### src/rtl/knn_pkg.sv
// Shared constants and types for the knn_top batch scheduler.
package knn_pkg;

    localparam int IMG_SIZE = 784;
    localparam int LBL_W    = 4;

    typedef enum logic [2:0] {
        IDLE,
        WAIT_IDLE,
        START,
        RUN,
        CHECK,
        FIN
    } sched_state_t;

    typedef struct packed {
        logic             timeout;
        logic             match;
        logic [LBL_W-1:0] pred;
    } knn_res_t;

endpackage

### src/rtl/knn_addr_reloc.sv
// Relocates the core's two image read ports onto the current image of the packed buffer.
module knn_addr_reloc
    import knn_pkg::*;
#(
    parameter int IMG_SIZE = knn_pkg::IMG_SIZE,
    parameter int ADDR_W   = 17
) (
    input  logic              clk,
    input  logic              srst,
    input  logic              base_clr_i,
    input  logic              base_adv_i,
    input  logic              run_i,
    input  logic [9:0]        knn_addr0_i,
    input  logic [9:0]        knn_addr1_i,
    input  logic              knn_ce0_i,
    input  logic              knn_ce1_i,
    output logic [ADDR_W-1:0] mem_addr0_o,
    output logic [ADDR_W-1:0] mem_addr1_o,
    output logic              mem_ce0_o,
    output logic              mem_ce1_o
);

    logic [ADDR_W-1:0] base_q, base_d;
    logic [9:0]        port_addr [2];
    logic              port_ce   [2];
    logic [ADDR_W-1:0] mem_addr  [2];
    logic              mem_ce    [2];

    assign port_addr[0] = knn_addr0_i;
    assign port_addr[1] = knn_addr1_i;
    assign port_ce[0]   = knn_ce0_i;
    assign port_ce[1]   = knn_ce1_i;

    always_comb begin
        base_d = base_q;
        if (base_clr_i) begin
            base_d = '0;
        end else if (base_adv_i) begin
            base_d = base_q + ADDR_W'(IMG_SIZE);
        end
    end

    always_ff @(posedge clk) begin
        if (srst) begin
            base_q <= '0;
        end else begin
            base_q <= base_d;
        end
    end

    // Reads are only let through while the core is actually running an image.
    for (genvar gi = 0; gi < 2; gi++) begin : g_port
        assign mem_addr[gi] = base_q + ADDR_W'(port_addr[gi]);
        assign mem_ce[gi]   = port_ce[gi] & run_i;
    end

    assign mem_addr0_o = mem_addr[0];
    assign mem_addr1_o = mem_addr[1];
    assign mem_ce0_o   = mem_ce[0];
    assign mem_ce1_o   = mem_ce[1];

endmodule

### src/rtl/knn_batch_sched.sv
// Batch sequencer for knn_top: one ap_start/ap_done round per image, result records and score.
// Optional watchdog on the RUN phase is enabled with `define KNN_TIMEOUT_EN.
module knn_batch_sched
    import knn_pkg::*;
#(
    parameter int IMG_SIZE    = knn_pkg::IMG_SIZE,
    parameter int ADDR_W      = 17,
    parameter int MAX_IMG     = 100,
    parameter int IDX_W       = 7,
    parameter int LBL_W       = knn_pkg::LBL_W,
    parameter int TIMEOUT_CYC = 200000
) (
    input  logic              ap_clk,
    input  logic              ap_rst,
    input  logic              cmd_start,
    input  logic [IDX_W:0]    cmd_len,
    output logic              busy,
    output logic              batch_done,
    output logic [IDX_W:0]    correct_cnt,
    output logic              knn_start,
    input  logic              knn_ready,
    input  logic              knn_done,
    input  logic              knn_idle,
    input  logic [31:0]       knn_result,
    input  logic              knn_result_vld,
    input  logic [9:0]        knn_addr0,
    input  logic [9:0]        knn_addr1,
    input  logic              knn_ce0,
    input  logic              knn_ce1,
    output logic [ADDR_W-1:0] mem_addr0,
    output logic [ADDR_W-1:0] mem_addr1,
    output logic              mem_ce0,
    output logic              mem_ce1,
    output logic [IDX_W-1:0]  lbl_addr,
    input  logic [LBL_W-1:0]  lbl_q,
    output logic              res_we,
    output logic [IDX_W-1:0]  res_addr,
    output logic [LBL_W+1:0]  res_data
);

    localparam logic [IDX_W:0] MAX_LEN = (IDX_W+1)'(MAX_IMG);

    sched_state_t     state_q, state_d;
    logic             busy_q, busy_d;
    logic             done_q, done_d;
    logic             start_q, start_d;
    logic             res_we_q, res_we_d;
    logic             pred_vld_q, pred_vld_d;
    logic             tmo_q, tmo_d;
    logic [IDX_W:0]   cnt_q, cnt_d;
    logic [IDX_W:0]   len_q, len_d;
    logic [IDX_W-1:0] idx_q, idx_d;
    logic [IDX_W-1:0] res_addr_q, res_addr_d;
    logic [IDX_W-1:0] lbl_addr_q, lbl_addr_d;
    logic [LBL_W-1:0] pred_q, pred_d;
    knn_res_t         res_q, res_d;
    logic             base_clr, base_adv, match, tmo_hit;
    logic [IDX_W:0]   len_clamped;
    logic             unused_result_bits;

    assign unused_result_bits = ^knn_result[31:LBL_W];
    assign len_clamped = (cmd_len > MAX_LEN) ? MAX_LEN : cmd_len;

`ifdef KNN_TIMEOUT_EN
    localparam int WD_W = $clog2(TIMEOUT_CYC + 1);
    logic [WD_W-1:0] wd_q;

    always_ff @(posedge ap_clk) begin
        if (ap_rst || state_q != RUN) begin
            wd_q <= '0;
        end else begin
            wd_q <= wd_q + WD_W'(1);
        end
    end

    assign tmo_hit = (state_q == RUN) && !knn_done && (wd_q == WD_W'(TIMEOUT_CYC - 1));
`else
    assign tmo_hit = 1'b0;
`endif

    always_comb begin
        state_d    = state_q;
        busy_d     = busy_q;
        done_d     = 1'b0;
        start_d    = start_q;
        res_we_d   = 1'b0;
        pred_vld_d = pred_vld_q;
        tmo_d      = tmo_q;
        cnt_d      = cnt_q;
        len_d      = len_q;
        idx_d      = idx_q;
        res_addr_d = res_addr_q;
        lbl_addr_d = lbl_addr_q;
        pred_d     = pred_q;
        res_d      = res_q;
        base_clr   = 1'b0;
        base_adv   = 1'b0;
        match      = pred_vld_q & ~tmo_q & (pred_q == lbl_q);

        case (state_q)
            IDLE: begin
                if (cmd_start) begin
                    len_d      = len_clamped;
                    cnt_d      = '0;
                    idx_d      = '0;
                    pred_vld_d = 1'b0;
                    tmo_d      = 1'b0;
                    base_clr   = 1'b1;
                    if (len_clamped == '0) begin
                        state_d = FIN;
                    end else begin
                        state_d = WAIT_IDLE;
                        busy_d  = 1'b1;
                    end
                end
            end
            WAIT_IDLE: begin
                if (knn_idle) begin
                    state_d = START;
                    start_d = 1'b1;
                end
            end
            START: begin
                if (knn_ready) begin
                    state_d    = RUN;
                    start_d    = 1'b0;
                    lbl_addr_d = idx_q;
                end
            end
            RUN: begin
                // A result strobe coinciding with ap_done is still captured.
                if (knn_result_vld) begin
                    pred_d     = knn_result[LBL_W-1:0];
                    pred_vld_d = 1'b1;
                end
                if (knn_done) begin
                    state_d = CHECK;
                end else if (tmo_hit) begin
                    state_d = CHECK;
                    tmo_d   = 1'b1;
                end
            end
            CHECK: begin
                res_we_d      = 1'b1;
                res_addr_d    = idx_q;
                res_d.timeout = tmo_q;
                res_d.match   = match;
                res_d.pred    = (pred_vld_q && !tmo_q) ? pred_q : '1;
                if (match && cnt_q != MAX_LEN) begin
                    cnt_d = cnt_q + (IDX_W+1)'(1);
                end
                idx_d      = idx_q + IDX_W'(1);
                base_adv   = 1'b1;
                pred_vld_d = 1'b0;
                tmo_d      = 1'b0;
                state_d    = ({1'b0, idx_q} + (IDX_W+1)'(1) == len_q) ? FIN : WAIT_IDLE;
            end
            FIN: begin
                done_d  = 1'b1;
                busy_d  = 1'b0;
                state_d = IDLE;
            end
            default: state_d = IDLE;
        endcase
    end

    always_ff @(posedge ap_clk) begin
        if (ap_rst) begin
            state_q    <= IDLE;
            busy_q     <= 1'b0;
            done_q     <= 1'b0;
            start_q    <= 1'b0;
            res_we_q   <= 1'b0;
            pred_vld_q <= 1'b0;
            tmo_q      <= 1'b0;
            cnt_q      <= '0;
            len_q      <= '0;
            idx_q      <= '0;
            res_addr_q <= '0;
            lbl_addr_q <= '0;
            pred_q     <= '0;
            res_q      <= '0;
        end else begin
            state_q    <= state_d;
            busy_q     <= busy_d;
            done_q     <= done_d;
            start_q    <= start_d;
            res_we_q   <= res_we_d;
            pred_vld_q <= pred_vld_d;
            tmo_q      <= tmo_d;
            cnt_q      <= cnt_d;
            len_q      <= len_d;
            idx_q      <= idx_d;
            res_addr_q <= res_addr_d;
            lbl_addr_q <= lbl_addr_d;
            pred_q     <= pred_d;
            res_q      <= res_d;
        end
    end

    knn_addr_reloc #(
        .IMG_SIZE (IMG_SIZE),
        .ADDR_W   (ADDR_W)
    ) u_reloc (
        .clk         (ap_clk),
        .srst        (ap_rst),
        .base_clr_i  (base_clr),
        .base_adv_i  (base_adv),
        .run_i       (state_q == RUN),
        .knn_addr0_i (knn_addr0),
        .knn_addr1_i (knn_addr1),
        .knn_ce0_i   (knn_ce0),
        .knn_ce1_i   (knn_ce1),
        .mem_addr0_o (mem_addr0),
        .mem_addr1_o (mem_addr1),
        .mem_ce0_o   (mem_ce0),
        .mem_ce1_o   (mem_ce1)
    );

    assign busy        = busy_q;
    assign batch_done  = done_q;
    assign correct_cnt = cnt_q;
    assign knn_start   = start_q;
    assign lbl_addr    = lbl_addr_q;
    assign res_we      = res_we_q;
    assign res_addr    = res_addr_q;
    assign res_data    = res_q;

endmodule
### config.mk
export PLATFORM = sky130hd
export DESIGN_NAME = knn_batch_sched
export DESIGN_NICKNAME = d
export VERILOG_FILES = /design/src/rtl/knn_pkg.sv /design/src/rtl/knn_addr_reloc.sv /design/src/rtl/knn_batch_sched.sv
export SDC_FILE = /design/constraint.sdc
export NUM_CORES = 1
export LEC_CHECK = 0
export BUFFER_PORTS_ARGS = -buffer_cell sky130_fd_sc_hd__buf_2
export CORE_MARGIN = 3
export CORE_UTILIZATION = 54
export CTS_CLUSTER_SIZE = 25
export DETAILED_ROUTE_END_ITERATION = 7
export HOLD_SLACK_MARGIN = 0.12
export PLACE_DENSITY = 0.94
export SLEW_MARGIN = 15
export SYNTH_ARGS = -nofsm -noshare
export SYNTH_HDL_FRONTEND = slang
export SYNTH_HIERARCHICAL = 1
export SYNTH_SLANG_ARGS = --single-unit
export TNS_END_PERCENT = 30
### constraint.sdc
create_clock -name ap_clk -period 3.8 [get_ports ap_clk]
set_input_delay 0.19 -clock ap_clk [delete_from_list [all_inputs] [get_ports ap_clk]]
set_output_delay 0.19 -clock ap_clk [all_outputs]
set_load 0.02 [all_outputs]
==> metrics.cfg, run 1 <==
[global_route]
track_usage_pct = 23.7
use_met3_pct = 3.20
grt_max_degree = 49
grt_pass1_vias = 3860
grt.busiest_layer = met2
antenna_found_initial = 0
gr-usage-met2_pct = 43.7
grt_pass1_wl_um = 16700
grt_overflow = 0
grt_use_met1_pct = 26.5

[cts]
cts_made_buffers = 9
clock_sinks = 67
cts_tree = yes
cts_buffer_depth = 2
clkSlewWorstSetupHoldPaths_ns = 0.07
post_cts_buffers = 0
clock-root-buffer = clkbuf_8
clk-insertion-delay-late_ns = 0.35
cts.htree.levels = 3

[die]
core_region_area_mm2 = 0.00698
rows = 30
die-area_mm2 = 0.00845
start_util_pct = 57.1
die_height_um = 91.9
die_w_um = 91.9
io_pins = 141

[min_path]
min_path_type = primary input to flop
worstHoldEndpoint = len_q[6]
min_from = cmd_len[7]
min_path_cells = 3

[yosys]
synth_warnings = 6
syn-cell-area_mm2 = 0.00399
syn_inst = 505
ys_types = 61
ys_seq_area_share_pct = 33.6
ys_ff_latch = 67
synth_top_flop_cell = dfxtp_1
syn_area_per_cell_um2 = 7.89
synthArstFlopShare_pct = 0
synth_edf_count = 0
synth_nets = 596

[detailed_routing]
first_pass_iters = 5
ant_nets = 0
route.detailed.drc = 0
routedWlPerCell_um = 14.9
wirelength_um = 10200
drtIter0Drc = 195
vias_per_cell = 5.85
vias = 4004

[worst_setup_path]
crit_path_start_kind = flop
r2r_cells = 5
reg2reg_slack_ns = 1.25
crit_path_end_kind = primary output
crit_path_cell_trace = ha_1 > fa_1 > a211oi_1 > o21bai_1 > a21oi_1 > xnor2_1 > buf_2
worstReg2RegStart = state_q[2]
cp.arrival_ns = 2.59
max_stage_delay_ns = 0.43
path_class = flop to primary output
cp_slowest_cell = fa_1
critPathRequiredTime_ns = 3.61
reg2reg_to = correct_cnt[5]
path_max_fanout = 6

[sta]
slew_viol_final = 0
tightest_slew_ns = 0.864
finalCritPeriodShare_pct = 73.1
final-hold-violation-count = 0
max_freq_mhz = 360
fin_crit_ns = 2.78
finalSetupViolCount = 0
tns_ns = 0
skew_ns = 0.00769
rsz0062_at_grt = false
relSlewSlack_pct = 42.4

[place]
place_congestion = 0.945
placed_area_mm2 = 0.00439
post-dp-hpwl_um = 7300
io_buffers = 95

[finish]
stdcell_area_mm2 = 0.00469
synthToLayoutAreaGrowth_pct = 17.6
antenna_cells = 0
nets = 674
final_cell_mix = buf_2 (95), dfxtp_1 (67), nor2_1 (65)
drive_gt1_share_pct = 19.9
layout_commonest_cell = buf_2
utilization_pct = 67.1

[power_and_ir_drop]
p_leak_uw = 0.00190
p_per_area_mw_per_mm2 = 320
peakVddDrop_mv = 0.223

[outcome]
status = finished clean

[job]
cap_violations = 0

==> area by class of cell <==
type	instances	area, um^2
fillers	575	2290
flip-flops and latches	67	1340
clock inverters	5	77.6
repair buffers	106	581
clock buffers	11	131
multi-input cells	384	2380
well taps	96	120
inverters	15	56.3
==> cells in the mapped netlist (all sizes together), types with 4 or more instances <==
cell type	n	share of area (%)
nand3	24	3.0
or3	7	1.1
o21ai	15	1.9
and2	4	0.63
nor3b	11	2.1
nor2	65	6.1
o311ai	4	0.88
ha	16	5.0
nand4	10	1.9
xor2	7	1.5
a31oi	6	0.94
nor2b	5	0.78
and3	4	0.63
dfxtp	67	34
or2	5	0.78
mux2i	5	1.3
nor3	15	1.9
inv	14	1.3
xnor2	31	6.8
a21oi	36	4.5
or4	4	0.75
a211oi	8	1.5
buf	21	3.5
clkbuf	18	1.7
nand2	52	5.0
a22oi	7	1.3
nor4	4	0.63
==> worst max-delay path, delay by kind of cell, from the launching register on <==
kind / cells / cell delay (ns)
buffers and inverters: 1 / 0.18
XOR/XNOR: 1 / 0.13
adder cells (fa/ha/maj): 2 / 0.67
AO/OA/AOI/OAI: 3 / 0.88
flip-flops: 1 / 0.38
==> registers in the layout (all words and copies together) (netlist names) <==
name and count:
res_we 1, correct_cnt 8, busy 1, lbl_addr 7
idx_q 7, pred_q 4, res_addr 7, state_q 3
batch_done 1, pred_vld_q 1, knn_start 1, res_data 5
u_reloc/base_q 13, len_q 8
==> where the power goes <==
| group | total, uW | switching (uW) | internal, uW |
|---|---|---|---|
| sequential | 725 | 12.6 | 712 |
| clock | 629 | 261 | 367 |
| combinational | 147 | 87.9 | 59.3 |
==> metrics by stage <==
step / setup slack, ns / power, uW / hold slack, ns / std cells
floorplan: 1.57 / 845 / 0.324 / 505
global placement: 1.37 / 872 / 0.380 / 659
detailed placement: 1.31 / 878 / 0.380 / 659
CTS: 1.06 / 1510 / 0.152 / 684
global route: 0.946 / 1550 / 0.165 / 684
finish: 1.02 / 1500 / 0.157 / 684
==> worst max-delay path by stage <==
stage	start	slack, ns	depth (start not counted)	endpoint
after global routing	u_reloc/base_q[4]	0.95	7	mem_addr0[10]
final	u_reloc/base_q[4]	1.02	7	mem_addr0[10]
after floorplan	state_q[0]	1.57	10	u_reloc/base_q[15]
after global placement	state_q[2]	1.37	5	correct_cnt[5]
after CTS	u_reloc/base_q[4]	1.06	7	mem_addr0[10]
after detailed placement	state_q[2]	1.31	7	u_reloc/base_q[15]
==> cell families after synthesis <==
logic type / share of synthesized area, %
multiplexers: 1.26
AND/OR/NAND/NOR: 26.7
AO/OA/AOI/OAI: 17.2
buffers and inverters: 6.65
flip-flops: 33.6
XOR/XNOR: 8.35
other: 0.0941
adder cells (fa/ha/maj): 6.03
==> metal layers <==
| metal | part of all wire [%] | wire length [um] |
|---|---|---|
| met3 | 6.9 | 707 |
| met1 | 41 | 4180 |
| met2 | 49 | 5020 |
| met4 | 2.7 | 279 |
| met5 | 0 | 0 |
==> timing repair <==
| action | 4_1_cts | 5_1_grt |
|---|---|---|
| endpoints found under the hold margin | 9 | 0 |
| hold buffers | 9 | 0 |
| resized for setup | 0 | 0 |
No activity file was read; power rests on OpenSTA's default activity.
==> inputs of run 2 (changes only) <==
--- a/config.mk
+++ b/config.mk
@@ -5,13 +5,14 @@
 export SDC_FILE = /design/constraint.sdc
 export NUM_CORES = 1
 export LEC_CHECK = 0
+export ABC_AREA = 1
 export BUFFER_PORTS_ARGS = -buffer_cell sky130_fd_sc_hd__buf_2
 export CORE_MARGIN = 3
-export CORE_UTILIZATION = 54
+export CORE_UTILIZATION = 46
 export CTS_CLUSTER_SIZE = 25
 export DETAILED_ROUTE_END_ITERATION = 7
 export HOLD_SLACK_MARGIN = 0.12
-export PLACE_DENSITY = 0.94
+export PLACE_DENSITY = 0.85
 export SLEW_MARGIN = 15
 export SYNTH_ARGS = -nofsm -noshare
 export SYNTH_HDL_FRONTEND = slang
==> constraint.sdc (replaced) <==
create_clock -name ap_clk -period 2.55 [get_ports ap_clk]
set_input_delay 0.1275 -clock ap_clk [delete_from_list [all_inputs] [get_ports ap_clk]]
set_output_delay 0.1275 -clock ap_clk [all_outputs]
set_load 0.02 [all_outputs]
==> metrics.cfg, run 2 <==
[worst_setup_path]
r2r_cells = 8
cp.arrival_ns = 2.24
crit_path_end_kind = primary output
path_max_fanout = 7
critPathRequiredTime_ns = 2.42
reg2reg_slack_ns = 0.42
path_class = flop to primary output
crit_path_start_kind = flop

[finish]
synthToLayoutAreaGrowth_pct = 19.6
antenna_cells = 0
drive_gt1_share_pct = 19.3
regMostFlops = u_reloc/base_q
nets = 797
final_cell_mix = nand2_1 (157), buf_2 (95), dfxtp_1 (66)
stdcell_area_mm2 = 0.00494
layout_commonest_cell = nand2_1
largest_reg_flops = 13
utilization_pct = 58.4

[yosys]
ys_types = 40
synth_warnings = 6
syn_area_per_cell_um2 = 6.72
syn-cell-area_mm2 = 0.00413
synth_compound_area_share_pct = 13.2
synth_xor_area_share_pct = 4.03
synth_edf_count = 0
synthTopCellsByCount = nand2_1 (157), dfxtp_1 (67), nand3_1 (65), inv_1 (64), a21oi_1 (62)
synth_top_family_by_area = simple AND/OR/NAND/NOR gates
synthTopCellsByArea = dfxtp_1 (32%), nand2_1 (14%), nand3_1 (7.9%)
yosysMostFrequentCell = nand2_1
synth_nets = 706
yosysTopAreaCellShare_pct = 32.4
ys_ff_latch = 67
ys_seq_area_share_pct = 32.4
muxShareOfSynthArea_pct = 0
synth_top_flop_cell = dfxtp_1
yosys.area_share.simple_pct = 33.9
syn_inst = 615
synthArstFlopShare_pct = 0
yosysTopAreaCell = dfxtp_1
synthAdderAreaFrac_pct = 5.81

[detailed_routing]
drtIter0Drc = 243
vias_per_cell = 5.21
wirelength_um = 10600
ant_nets = 0
route.detailed.drc = 0
routedWlPerCell_um = 13.0
vias = 4253
first_pass_iters = 4

[global_route]
grt_max_degree = 31
gr-usage-met2_pct = 37.2
antenna_found_initial = 0
grt_use_met1_pct = 25.0
use_met3_pct = 4.29
grt_pass1_wl_um = 17500
grt_pass1_vias = 4003
grt.busiest_layer = met2
grt_overflow = 0
track_usage_pct = 21.0

[cts]
clock_sinks = 67
cts.htree.levels = 3
clk-insertion-delay-late_ns = 0.34
cts_buffer_depth = 2
clkSlewWorstSetupHoldPaths_ns = 0.07
post_cts_buffers = 0
clock-root-buffer = clkbuf_8
cts_tree = yes
cts_made_buffers = 9

[power_and_ir_drop]
power_frac_comb_pct = 12.2
p_leak_uw = 0.00249
total_power_uw = 2500
pwr-share-clk_pct = 43.9
power.share.switching_pct = 25.5
peakVddDrop_mv = 0.397
power_frac_seq_pct = 43.9
p_int_uw = 1860
p_per_area_mw_per_mm2 = 505
p_switching_uw = 637

[sta]
fin_crit_ns = 2.36
finalCritPeriodShare_pct = 92.7
tightest_slew_ns = 0.762
tns_ns = 0
finalSetupViolCount = 0
max_freq_mhz = 423
slew_viol_final = 0
relSlewSlack_pct = 49.0
final-hold-violation-count = 0
skew_ns = 0.00835
rsz0062_at_grt = false

[min_path]
min_path_cells = 5
min_path_type = primary input to flop

[place]
place_congestion = 0.901
placed_area_mm2 = 0.00458
post-dp-hpwl_um = 8120
io_buffers = 95

[die]
die_w_um = 101
rows = 33
start_util_pct = 48.8
die-area_mm2 = 0.0102
core_region_area_mm2 = 0.00846
die_height_um = 101
io_pins = 141

[job]
cap_violations = 0

[outcome]
status = finished clean

-- run 2: path summary, 6_finish.rpt --
check	start	to
hold / removal	cmd_len[2]	len_q[2]
setup reg to reg	state_q[0]	u_reloc/base_q[7]
setup / recovery	u_reloc/base_q[4]	mem_addr1[14]
hold reg to reg	lbl_addr[6]	lbl_addr[6]
-- run 2: cells by family after synthesis --
group | Yosys count
AOI/OAI and AO/OA | 105
and+or+nand+nor | 308
buffers and inverters | 97
xor gates and xnor gates | 19
DFF | 67
adders and majority gates | 18
other | 1
-- run 2: final cells by class --
type | count | area [um^2]
inverters | 69 | 262
fillers | 765 | 3520
clock inverters | 6 | 111
flip-flops and latches | 67 | 1340
clock buffers | 10 | 138
repair buffers | 108 | 601
multi-input cells | 451 | 2360
well taps | 105 | 131
-- run 2: power groups by stage --
| stage | Clock, uW | Combinational (uW) | Sequential (uW) |
|---|---|---|---|
| floorplan | 0 | 222 | 1120 |
| global placement | 0 | 278 | 1120 |
| detailed placement | 0 | 288 | 1120 |
| CTS | 1110 | 303 | 1090 |
| global route | 1160 | 341 | 1100 |
| finish | 1100 | 304 | 1100 |
-- run 2: repair_timing --
action | in CTS | in global routing
endpoints found under the setup margin | 0 | 4
endpoints found under the hold margin | 14 | 0
hold buffers | 11 | 0
gates resized for setup | 0 | 1
-- run 2: critical path, cell delays in order, from the launching register on --
cell and delay, ns:
dfxtp_2 0.41, ha_1 0.21, inv_1 0.06, fa_1 0.45, o21ai_2 0.27, nand2_1 0.10, nand2_1 0.09, nand3_1 0.08
nand2_1 0.07, buf_2 0.16
-- run 2: through the flow --
step / setup slack (ns) / cells / hold WS, ns
floorplan: 0.797 / 615 / 0.269
global placement: 0.569 / 789 / 0.255
detailed placement: 0.441 / 789 / 0.255
CTS: 0.0571 / 816 / 0.125
global route: 0.0226 / 816 / 0.198
finish: 0.186 / 816 / 0.135
-- run 2: routing by layer --
metal	up-vias	part of all wire (%)
met1	1933	43
li1	2173	-
met3	18	6.3
met4	0	1.7
met5	-	0
met2	129	49
